--- config.mk ---
export PLATFORM = sky130hd
export DESIGN_NAME = spi_master_flat
export DESIGN_NICKNAME = d
export VERILOG_FILES = /design/src/rtl/spi_master_if.sv /design/src/rtl/spi_master.sv /design/src/flat_wrapper.sv
export SDC_FILE = /design/constraint.sdc
export NUM_CORES = 1
export LEC_CHECK = 0
export ABC_AREA = 1
export CAP_MARGIN = 20
export CORE_MARGIN = 2
export CORE_UTILIZATION = 40
export DETAILED_ROUTE_END_ITERATION = 12
export PLACE_DENSITY_LB_ADDON = 0.2
export SETUP_SLACK_MARGIN = 0.02
export SYNTH_ARGS = -nofsm -noshare
export SYNTH_HDL_FRONTEND = slang
export SYNTH_SLANG_ARGS = --single-unit
export TNS_END_PERCENT = 30
--- constraint.sdc ---
create_clock -name clk -period 3.09 [get_ports clk]
set_input_delay 0.927 -clock clk [delete_from_list [all_inputs] [get_ports clk]]
set_output_delay 0.927 -clock clk [all_outputs]
set_load 0.03 [all_outputs]
--- src/rtl/spi_master_if.sv ---
// Control-bus register interface shared by the SPI peripherals: CPU access plus completion interrupt.
interface spi_master_if #(
  parameter int DATA_W = 32,
  parameter int ADDR_W = 4
);
  logic [DATA_W-1:0] data_in;
  logic [DATA_W-1:0] data_out;
  logic [ADDR_W-1:0] address;
  logic              we;
  logic              sel;
  logic              interrupt;

  modport master (output data_in, address, we, sel, input data_out, interrupt);
  modport slave  (input data_in, address, we, sel, output data_out, interrupt);
endinterface

--- src/rtl/spi_master.sv ---
// SPI master behind the control-bus registers: each SPI_TX write runs one full-duplex LSB-first word;
// the result appears at SPI_RX and completion is flagged by READY plus a one-cycle interrupt.
module spi_master #(
  parameter int                CLK_DIV   = 4,
  parameter int                DATA_W    = 32,
  parameter int                ADDR_W    = 4,
  parameter logic [ADDR_W-1:0] SPI_READY = ADDR_W'(0),
  parameter logic [ADDR_W-1:0] SPI_TX    = ADDR_W'(1),
  parameter logic [ADDR_W-1:0] SPI_RX    = ADDR_W'(2)
) (
  input  logic        clk,
  input  logic        rst,
  output logic        sclk,
  output logic        ss,
  output logic        mosi,
  input  logic        miso,
  spi_master_if.slave bus
);
  localparam logic [7:0] DIV_LAST = 8'(CLK_DIV - 1);
  localparam logic [5:0] BIT_LAST = 6'(DATA_W - 1);
  localparam logic [5:0] BIT_DONE = 6'(DATA_W);

  typedef enum logic [2:0] {S_IDLE, S_PRE_H, S_PRE_L, S_SETUP, S_SHIFT, S_HOLD, S_GAP} state_t;

  state_t            r_state, w_state;
  logic              r_sclk, w_sclk, r_ss, w_ss, r_mosi, w_mosi;
  logic [7:0]        r_div, w_div;
  logic [5:0]        r_bit, w_bit;
  logic              r_gap2, w_gap2;
  logic [DATA_W-1:0] r_tx_sr, w_tx_sr, r_rx_sr, w_rx_sr, r_rx_data, w_rx_data;
  logic              r_ready, w_ready, r_irq, w_irq;
  logic              w_start, w_phase_end, w_raise;

  assign w_start     = bus.sel & bus.we & (bus.address == SPI_TX) & r_ready;
  assign w_phase_end = (r_div == DIV_LAST);

  always_comb begin
    w_state   = r_state;
    w_sclk    = r_sclk;
    w_ss      = r_ss;
    w_mosi    = r_mosi;
    w_bit     = r_bit;
    w_gap2    = r_gap2;
    w_tx_sr   = r_tx_sr;
    w_rx_sr   = r_rx_sr;
    w_rx_data = r_rx_data;
    w_ready   = r_ready;
    w_irq     = 1'b0;
    w_raise   = 1'b0;
    w_div     = (r_state == S_IDLE || w_phase_end) ? 8'd0 : r_div + 8'd1;
    case (r_state)
      S_IDLE: if (w_start) begin
        w_state = S_PRE_H;
        w_sclk  = 1'b1;
        w_ready = 1'b0;
        w_tx_sr = bus.data_in;
        w_bit   = '0;
      end
      // The falling edge into PRE_L, with ss still high, is what preloads the slave's TX word
      S_PRE_H: if (w_phase_end) begin
        w_state = S_PRE_L;
        w_sclk  = 1'b0;
      end
      S_PRE_L: if (w_phase_end) begin
        w_state = S_SETUP;
        w_ss    = 1'b0;
        w_mosi  = r_tx_sr[0];
      end
      S_SETUP: if (w_phase_end) begin
        w_state = S_SHIFT;
        w_raise = 1'b1;
      end
      S_SHIFT: if (w_phase_end) begin
        if (r_sclk) begin
          w_sclk = 1'b0;
          w_bit  = r_bit + 6'd1;
        end else if (r_bit == BIT_DONE) begin
          w_state = S_HOLD;
        end else begin
          w_raise = 1'b1;
        end
      end
      S_HOLD: if (w_phase_end) begin
        w_state = S_GAP;
        w_ss    = 1'b1;
        w_mosi  = 1'b0;
        w_gap2  = 1'b0;
      end
      // Two phases of ss high so the slave's ss resampler reliably sees the deselect
      S_GAP: if (w_phase_end) begin
        if (!r_gap2) begin
          w_gap2 = 1'b1;
        end else begin
          w_state   = S_IDLE;
          w_rx_data = r_rx_sr;
          w_ready   = 1'b1;
          w_irq     = 1'b1;
        end
      end
      default: begin
        w_state = S_IDLE;
        w_sclk  = 1'b0;
        w_ss    = 1'b1;
        w_mosi  = 1'b0;
        w_ready = 1'b1;
      end
    endcase
    // Rising sclk: sample miso, and present the next tx bit so it is stable over the following fall
    if (w_raise) begin
      w_sclk  = 1'b1;
      w_rx_sr = {miso, r_rx_sr[DATA_W-1:1]};
      if (r_bit != BIT_LAST) begin
        w_tx_sr = r_tx_sr >> 1;
        w_mosi  = r_tx_sr[1];
      end
    end
  end

  always_ff @(posedge clk or negedge rst) begin
    if (!rst) begin
      r_state   <= S_IDLE;
      r_sclk    <= 1'b0;
      r_ss      <= 1'b1;
      r_mosi    <= 1'b0;
      r_div     <= '0;
      r_bit     <= '0;
      r_gap2    <= 1'b0;
      r_tx_sr   <= '0;
      r_rx_sr   <= '0;
      r_rx_data <= '0;
      r_ready   <= 1'b1;
      r_irq     <= 1'b0;
    end else begin
      r_state   <= w_state;
      r_sclk    <= w_sclk;
      r_ss      <= w_ss;
      r_mosi    <= w_mosi;
      r_div     <= w_div;
      r_bit     <= w_bit;
      r_gap2    <= w_gap2;
      r_tx_sr   <= w_tx_sr;
      r_rx_sr   <= w_rx_sr;
      r_rx_data <= w_rx_data;
      r_ready   <= w_ready;
      r_irq     <= w_irq;
    end
  end

  always_comb begin
    bus.data_out = '0;
    if (bus.address == SPI_READY)   bus.data_out = {{(DATA_W-1){1'b0}}, r_ready};
    else if (bus.address == SPI_RX) bus.data_out = r_rx_data;
  end

  assign bus.interrupt = r_irq;
  assign sclk          = r_sclk;
  assign ss            = r_ss;
  assign mosi          = r_mosi;
endmodule

--- src/flat_wrapper.sv ---
// flat-port wrapper written by rule: the top's interface ports become plain ports
module spi_master_flat 
#(
  parameter int                CLK_DIV   = 4,
  parameter int                DATA_W    = 32,
  parameter int                ADDR_W    = 4,
  parameter logic [ADDR_W-1:0] SPI_READY = ADDR_W'(0),
  parameter logic [ADDR_W-1:0] SPI_TX    = ADDR_W'(1),
  parameter logic [ADDR_W-1:0] SPI_RX    = ADDR_W'(2)
)
  (clk, rst, sclk, ss, mosi, miso, bus_data_in, bus_address, bus_we, bus_sel, bus_data_out, bus_interrupt);
  spi_master_if #(.DATA_W(DATA_W), .ADDR_W(ADDR_W)) bus_i ();
  input  logic clk;
  input  logic rst;
  output logic sclk;
  output logic ss;
  output logic mosi;
  input  logic miso;
  input wire logic [$bits(bus_i.data_in)-1:0] bus_data_in;
  input wire logic [$bits(bus_i.address)-1:0] bus_address;
  input wire logic [$bits(bus_i.we)-1:0] bus_we;
  input wire logic [$bits(bus_i.sel)-1:0] bus_sel;
  output wire logic [$bits(bus_i.data_out)-1:0] bus_data_out;
  output wire logic [$bits(bus_i.interrupt)-1:0] bus_interrupt;
  assign bus_i.data_in = bus_data_in;
  assign bus_i.address = bus_address;
  assign bus_i.we = bus_we;
  assign bus_i.sel = bus_sel;
  assign bus_data_out = bus_i.data_out;
  assign bus_interrupt = bus_i.interrupt;
  spi_master #(.CLK_DIV(CLK_DIV), .DATA_W(DATA_W), .ADDR_W(ADDR_W), .SPI_READY(SPI_READY), .SPI_TX(SPI_TX), .SPI_RX(SPI_RX)) u_core (.clk(clk), .rst(rst), .sclk(sclk), .ss(ss), .mosi(mosi), .miso(miso), .bus(bus_i));
endmodule
# Yosys cells after proc, flatten, opt, wreduce, memory -nomap -nowiden
# Index checks and enable logic that the tools add are counted.
[word_totals]
out_inout_bits = 36
register_bits = 119
wordCells = 106
[op_classes]
addsub = 2
eq_ne = 25
mux = 46
n_reduce_logical = 16
n_bitwise = 5
[op_table]
columns = ["operator", "count"]
rows = [
  ["two-way mux 32 bit", 6],
  ["two-way mux 3 bit", 10],
  ["inequality test 2 x 1 -> 1 bit (second input constant)", 11],
  ["one-hot mux 3 bit (7 select lines)", 1],
  ["two-way mux 1 bit", 18],
  ["two-way mux 6 bit", 3],
  ["one-hot mux 1 bit (3 select lines)", 4],
  ["one-hot mux 6 bit (2 select lines)", 1],
  ["AND reduction 3 bit", 4],
  ["AND reduction 10 bit", 1],
  ["OR reduction 5 bit", 2],
  ["equality test 3 bit (second input constant)", 3],
  ["adder 8 x 1 -> 8 bit (second input constant)", 1],
  ["equality test 8 x 2 -> 1 bit (second input constant)", 1],
  ["two-way mux 8 bit", 1],
  ["AND reduction 4 bit", 2],
  ["adder 6 x 1 -> 6 bit (second input constant)", 1],
  ["equality test 3 x 2 -> 1 bit (second input constant)", 2],
  ["equality test 6 bit (second input constant)", 1],
  ["inequality test 3 x 1 -> 1 bit (second input constant)", 2],
  ["inequality test 6 x 5 -> 1 bit (second input constant)", 1],
  ["equality test 4 x 1 -> 1 bit (second input constant)", 1],
  ["equality test 4 x 2 -> 1 bit (second input constant)", 1],
  ["zero test 4 bit", 1],
  ["other kinds (10)", 15],
]

# Logic depth before layout (Yosys ltp)
# Gate-level depths: netlist (run 1).
[logic_depth]
ltp_word = 7
mapped_depth = 13
mapped_depth_nobuf = 12

# Worst setup path before layout (run 1)
# OpenSTA, ideal clock, no wires.
[synth_timing]
path_kind = "input-to-output"
startpoint = "input port bus_address[2]"
endpoint = "output port bus_data_out[0]"
arrival_ns = 1.869
path_stages = 4
path_buffers = 0
setup_slack_ns = 0.294
cell_sequence = "inv_1 nand2_1 nor2_1 a21boi_0"
[synth_between]
elab_chain_len = 3
word_cells_on_any_way = 4
classes_between = "eq/ne (1); mux (2); reduce/logical (1)"
[synth_rtl]
columns = ["item", "line", "text"]
rows = [
  ["start: declaration", "flat_wrapper.sv:20", "input wire logic [$bits(bus_i.address)-1:0] bus_address;"],
  ["equality test 4 x 2 -> 1 bit", "spi_master.sv:152", "else if (bus.address == SPI_RX) bus.data_out = r_rx_data;"],
  ["two-way mux 32 bit", "spi_master.sv:152", ""],
  ["two-way mux 32 bit (*)", "spi_master.sv:151", "if (bus.address == SPI_READY) bus.data_out = {{(DATA_W-1){1'b0}}, r_ready};"],
  ["end: declaration", "flat_wrapper.sv:23", "output wire logic [$bits(bus_i.data_out)-1:0] bus_data_out;"],
]
# Every way passes the cells marked *; elsewhere a longest branch is shown, timed or not.

# Final worst setup path (run 1)
[layout_timing]
startpoint = "input port bus_address[2]"
endpoint = "output port bus_data_out[1]"
# Same word-level chain as after synthesis.

==> impl_metrics.tcl, run 1 <==
set metrics [dict create \
    synth_cells 769 \
    area_growth_pct 27.9 \
    root_buffer "clkbuf_16" \
    critPathArrivalTime_ns 2.04 \
    cp.depth 8 \
    drv_slew 0 \
    cts_buffer_depth 2 \
    io_buffers 76 \
    total_power_mw 3.73 \
    fp.dieW_um 125 \
    synth_area_leaders "dfrtp_1 (50%), nand2_1 (16%), nand3_1 (9.3%)" \
    grt_pass1_vias 4897 \
    syn_nets 813 \
    wire_per_inst_um 12.5 \
    via_count 4896 \
    initial_utilization 0.406 \
    min_path_type "in -> async" \
    wl_um 13000 \
    yosys_warnings 0 \
    dp_hpwl_um 8290 \
    boundaryPins 77 \
    ys_ff_latch 119 \
    hold_violations 0 \
    rsz0062_at_grt "no" \
    whs_ns 0.411 \
    fmax_ghz 0.337 \
    synth_top_area_share 0.502 \
    final_cell_area_sq_mm 0.00745 \
    cap_violations 0 \
    grt.overflow.total 0 \
    status "complete, no violations" \
    syn_area_sq_mm 0.00583 \
    antenna_left 0 \
    endpoint_kind "primary output" \
    ir_drop_uv 357 \
    cpLargestDelayFamily "buffers and inverters" \
    reg2reg_depth 12 \
    setup_violations 0 \
    fin_nets 888 \
    fin_crit_sh 0.959 \
    ys_types 32 \
    fin_skew_ns 0.00676 \
    yosysSeqAreaShare 0.511 \
    rr_endpoint "u_core.r_tx_sr[26]$_DFF_PN0_" \
    final_util 0.519 \
    p_leak_nw 3.84 \
    cp-start-kind "input pin" \
    dieArea_sq_mm 0.0155 \
    ctsHtreeMaxLevel 4 \
    fin_crit_ns 2.96 \
    slowest_stage "dlygate4sd2_1" \
    initialDrtViolationCount 389 \
    grt_start_max_net_pins 67 \
    worstMarginPinSlew_ns 0.558 \
    endpoint "bus_data_out[1]" \
    p_per_area_mw_per_mm2 501 \
    numClockSinks 119 \
    gr-usage-all-layers 0.177 \
    timing.rr.start "u_core.r_bit[0]$_DFFE_PN0P_" \
    grt_pass1_wl_um 22600 \
    slew_headroom 0.628 \
    worst-path-buf-inv 4 \
    reg2reg_slack_ns 0.91 \
    cts_tree "yes" \
    crit_start "bus_address[2]" \
    avgSynthCellArea_sq_um 7.58 \
    diodes 0 \
    crit_path_max_fanout 16 \
    crit_chain "dlygate4sd2_1 > inv_1 > nand2_2 > nor2_4 > nand2_4 > buf_12 > nor2_1 > buf_4" \
    clk_latency_ns 0.41 \
    dieHeight_um 125 \
    drive_above_1_share 0.121 \
    path_class "in -> out" \
    max_stage_delay_ns 0.23 \
    dr.pass1.iters 4 \
    synth_top_cell_by_area "dfrtp_1" \
    drc 0 \
    antenna_found_initial 0 \
    routed_via_density 4.70 \
    numCtsBuffers 17 \
    placed_area_sq_mm 0.00672 \
    fp.coreArea_sq_mm 0.0144 \
    rows 44 \
    path_clk_slew_ns 0.05 \
    crit_required_ns 2.16 \
    place_congestion 0.772 \
]
==> synth_stat cells, drive strengths merged <==
| master | n |
|---|---|
| clkinv | 1 |
| nand3 | 109 |
| dfrtp | 117 |
| nand4 | 2 |
| inv | 120 |
| clkbuf | 14 |
| xor2 | 3 |
| a21oi | 1 |
| o21ai | 47 |
| nand2 | 249 |
| buf | 21 |
| a22o | 1 |
| ha | 3 |
| nor3 | 4 |
| nor3b | 3 |
| nand3b | 1 |
| nor2 | 65 |
| xnor2 | 2 |
| or2 | 2 |
| a21boi | 1 |
| dfstp | 2 |
| o211ai | 1 |
==> cell families (layout without fill, tap and decap cells) <==
logic type               count (synthesis)  count (layout)  share of synthesized area
AO/OA/AOI/OAI                           51              51                     0.0453
XOR/XNOR                                 5               5                    0.00752
AND/OR/NAND/NOR                        435             435                      0.322
flip-flops                             119             119                      0.511
adder cells (fa/ha/maj)                  3               3                    0.00644
buffers and inverters                  156             244                      0.107
==> worst reg2reg max path, cell delays in order (launching register included) <==
cell and delay, ns:
dfrtp_1 0.35, inv_1 0.09, ha_1 0.21, nand2_1 0.05
inv_1 0.04, nand3_1 0.11, nand3_2 0.10, nand2_4 0.31
nand3b_4 0.14, inv_2 0.41, nand2_1 0.12, nand2_1 0.11
inv_1 0.04
==> worst min-delay path by stage <==
stage,depth (start not counted),endpoint,slack [ns]
after detailed placement,2,u_core.r_rx_sr[0]$_DFFE_PN0N_,0.48
after global placement,2,u_core.r_rx_sr[0]$_DFFE_PN0N_,0.46
after global routing,1,u_core.bus.interrupt$_DFF_PN0_,0.41
after CTS,1,u_core.r_rx_data[27]$_DFFE_PN0P_,0.40
final,1,u_core.r_rx_data[27]$_DFFE_PN0P_,0.41
after floorplan,2,u_core.r_rx_sr[0]$_DFFE_PN0N_,0.44
==> registers in the layout, summed over array words and instances (netlist names) <==
signal and cells:
u_core.ss 1, u_core.sclk 1, u_core.r_div 8, u_core.r_rx_data 32
u_core.r_tx_sr 32, u_core.r_state 3, u_core.r_rx_sr 32, u_core.bus.interrupt 1
u_core.r_ready 1, u_core.r_gap2 1, u_core.mosi 1, u_core.r_bit 6
==> report_power, final <==
| part | switching (mW) | internal [mW] | leakage, nW |
|---|---|---|---|
| clock network | 0.672 | 1.40 | 0.307 |
| logic | 0.0490 | 0.0540 | 1.90 |
| registers | 0 | 1.56 | 1.64 |
==> final cells by class <==
cell class / count / area, sq um
clock inverters: 6 / 111
clock buffers: 26 / 519
well taps: 184 / 230
multi-input cells: 494 / 2260
repair buffers: 91 / 896
fillers: 1384 / 6920
inverters: 121 / 455
flip-flops and latches: 119 / 2980
==> timing repair <==
item	in CTS	in global routing
buffers inserted	1	0
hold buffers	0	0
pin swaps	2	1
resized for setup	14	3
gates cloned	2	0
setup endpoints to repair	32	32
==> routing by layer <==
layer | track usage | part of all wire
met1 | 0.232 | 0.47
met2 | 0.282 | 0.47
met3 | 0.0494 | 0.041
met4 | 0.0608 | 0.013
met5 | 0 | 0
==> metrics by stage <==
step / setup WS, ns / TNS, ns / std cells
2_1_floorplan: 0.294 / 0 / 769
3_3_place_gp: -0.120 / -1.46 / 1006
3_5_place_dp: -0.200 / -3.40 / 1006
4_1_cts: 0.00509 / 0 / 1041
5_1_grt: 0.0569 / 0 / 1041
6_report: 0.127 / 0 / 1041
==> cells in the final DEF, fill, tap and decap left out, drive strengths merged <==
cell / Yosys / final
a21boi: 1 / 1
a21oi: 1 / 1
a22o: 1 / 1
buf: 21 / 48
bufinv: 0 / 3
clkbuf: 14 / 26
clkdlybuf4s50: 0 / 39
clkinv: 1 / 3
clkinvlp: 0 / 1
dfrtp: 117 / 117
dfstp: 2 / 2
dlygate4sd2: 0 / 2
dlymetal6s2s: 0 / 2
ha: 3 / 3
inv: 120 / 120
nand2: 249 / 249
nand3: 109 / 109
nand3b: 1 / 1
nand4: 2 / 2
nor2: 65 / 65
nor3: 4 / 4
nor3b: 3 / 3
o211ai: 1 / 1
o21ai: 47 / 47
or2: 2 / 2
xnor2: 2 / 2
xor2: 3 / 3
Note: power is estimated with default switching activity, not from simulation.
==> run 2, diff against run 1 <==
--- a/config.mk
+++ b/config.mk
@@ -12,6 +12,7 @@
 export DETAILED_ROUTE_END_ITERATION = 12
 export PLACE_DENSITY_LB_ADDON = 0.2
 export SETUP_SLACK_MARGIN = 0.02
+export SLEW_MARGIN = 20
 export SYNTH_ARGS = -nofsm -noshare
 export SYNTH_HDL_FRONTEND = slang
 export SYNTH_SLANG_ARGS = --single-unit
==> results of run 2 <==
Final layout, timing and power as in run 1 (identical DEF).
==> run 3, diff against run 2 <==
--- a/config.mk
+++ b/config.mk
@@ -11,7 +11,7 @@
 export CORE_UTILIZATION = 40
 export DETAILED_ROUTE_END_ITERATION = 12
 export PLACE_DENSITY_LB_ADDON = 0.2
-export SETUP_SLACK_MARGIN = 0.02
+export SETUP_SLACK_MARGIN = 0.1
 export SLEW_MARGIN = 20
 export SYNTH_ARGS = -nofsm -noshare
 export SYNTH_HDL_FRONTEND = slang
==> impl_metrics.tcl, run 3 (synthesis results as in run 1) <==
set metrics [dict create \
    status "complete, no violations" \
    p_per_area_mw_per_mm2 498 \
    cts_tree "yes" \
    final_common_cell "nand2_1" \
    drc 0 \
    initialDrtViolationCount 449 \
    diodes 0 \
    fin_crit_sh 0.960 \
    clk_latency_ns 0.41 \
    cap_violations 0 \
    fin_crit_ns 2.97 \
    min_path_type "in -> async" \
    reg2reg_depth 12 \
    worstMarginPinSlew_ns 0.552 \
    worst-path-buf-inv 4 \
    wire_per_inst_um 12.6 \
    dp_hpwl_um 8290 \
    wl_um 13200 \
    slowest_stage "dlygate4sd2_1" \
    grt_pass1_wl_um 22600 \
    area_growth_pct 28.6 \
    drive_above_1_share 0.131 \
    crit_path_max_fanout 8 \
    slew_headroom 0.632 \
    rsz0062_at_grt "yes" \
    path_class "in -> out" \
    ir_drop_uv 358 \
    cts_buffer_depth 2 \
    place_congestion 0.772 \
    max_stage_delay_ns 0.23 \
    rr_endpoint "u_core.r_tx_sr[26]$_DFF_PN0_" \
    antenna_found_initial 0 \
    cpLargestDelayFamily "buffers and inverters" \
    fillerInstances 1376 \
    antenna_left 0 \
    place_ws_ns -0.200 \
    path_clk_slew_ns 0.05 \
    numCtsBuffers 17 \
    drv_slew 0 \
    dieHeight_um 125 \
    reg_top3 "u_core.r_rx_data (32), u_core.r_rx_sr (32), u_core.r_tx_sr (32)" \
    layout_common_cells "nand2_1 (242), dfrtp_1 (117), inv_1 (115)" \
    p_leak_nw 3.84 \
    timing.rr.start "u_core.r_bit[0]$_DFFE_PN0P_" \
    crit_chain "dlygate4sd2_1 > inv_1 > nand2_2 > nor2_4 > nand2_4 > clkbuf_16 > nor2_1 > buf_4" \
    finalNonFillerCells 1042 \
    numClockSinks 119 \
    cp-start-kind "input pin" \
    fp.coreArea_sq_mm 0.0144 \
    routed_via_density 4.74 \
    boundaryPins 77 \
    dr.pass1.iters 4 \
    reg2reg_slack_ns 0.92 \
    grt_start_max_net_pins 67 \
    rows 44 \
    fmax_ghz 0.337 \
    grt.overflow.total 0 \
    fp.dieW_um 125 \
    dr_wl_met2_um 6260 \
    ctsHtreeMaxLevel 4 \
    root_buffer "clkbuf_16" \
    highest_layer "met4" \
    dieArea_sq_mm 0.0155 \
    m1WireLength_um 6200 \
    fin_skew_ns 0.00683 \
    initial_utilization 0.406 \
    gr-usage-all-layers 0.177 \
    worst_slack_ns 0.123 \
    grt_pass1_vias 4897 \
    setup_violations 0 \
    wl_met3_um 545 \
    critPathArrivalTime_ns 2.04 \
    total_power_mw 3.73 \
    endpoint_kind "primary output" \
    via_count 4944 \
    crit_required_ns 2.16 \
    hold_violations 0 \
    io_buffers 76 \
    fin_nets 889 \
    dp_cells 1006 \
]
==> run 3: changes by cell type in the layout (fill, tap and decap cells not counted), moves of 2 or more <==
| cell | delta |
|---|---|
| nor2_1 | -7 |
| nor2_2 | +6 |
| dlygate4sd2_1 | +2 |
| dlymetal6s2s_1 | -2 |
==> run 3: worst max-delay path by stage <==
stage                        start          endpoint  slack [ns]  depth (start not counted)
CTS                 bus_address[2]  bus_data_out[30]         0.1                          8
finish              bus_address[2]  bus_data_out[31]        0.12                          8
global route        bus_address[2]  bus_data_out[27]        0.06                          8
global placement    bus_address[2]  bus_data_out[30]       -0.12                          8
detailed placement  bus_address[2]  bus_data_out[30]       -0.20                          8
floorplan           bus_address[2]   bus_data_out[0]        0.29                          4
==> run 3: what timing repair did <==
item / 4_1_cts / 5_1_grt
hold buffers: 0 / 0
setup endpoints to repair: 32 / 28
gates cloned: 2 / 1
pin swaps: 2 / 1
buffers inserted: 1 / 0
gates resized for setup: 16 / 8
==> run 3: stage by stage <==
stage	setup TNS, ns	hold WS (ns)	util	instance area, sq um
floorplan	0	0.442	-	5830
global placement	-1.46	0.461	0.468	6720
detailed placement	-3.40	0.477	0.468	6720
CTS	0	0.404	0.518	7440
global route	0	0.413	0.521	7490
finish	0	0.412	0.521	7490
==> run 3: worst register-to-register path, delay by kind of cell (launching register included) <==
family	cells	cell delay (ns)
adder cells (fa/ha/maj)	1	0.21
AND/OR/NAND/NOR	7	0.94
buffers and inverters	4	0.58
flip-flops	1	0.35
==> run 3: where the power goes <==
| group | internal, mW | leakage [nW] | switching (mW) | total [mW] |
|---|---|---|---|---|
| Clock | 1.40 | 0.307 | 0.672 | 2.07 |
| Sequential | 1.56 | 1.64 | 0 | 1.56 |
| Combinational | 0.0548 | 1.89 | 0.0503 | 0.105 |
==> run 3: metal layers <==
metal / global-route usage / up-vias
met5: 0 / -
met2: 0.282 / 103
met1: 0.232 / 2319
li1: - / 2507
met4: 0.0608 / 0
met3: 0.0494 / 15
==> run 3: cell type report <==
cell class / instances / area (sq um) / share of cell area
Tap cell: 184 / 230 / 0.0307
Inverter: 121 / 455 / 0.0608
Multi-Input combinational cell: 494 / 2280 / 0.305
Sequential cell: 119 / 2980 / 0.398
Clock inverter: 6 / 111 / 0.0149
Clock buffer: 26 / 519 / 0.0693
Timing Repair Buffer: 92 / 913 / 0.122
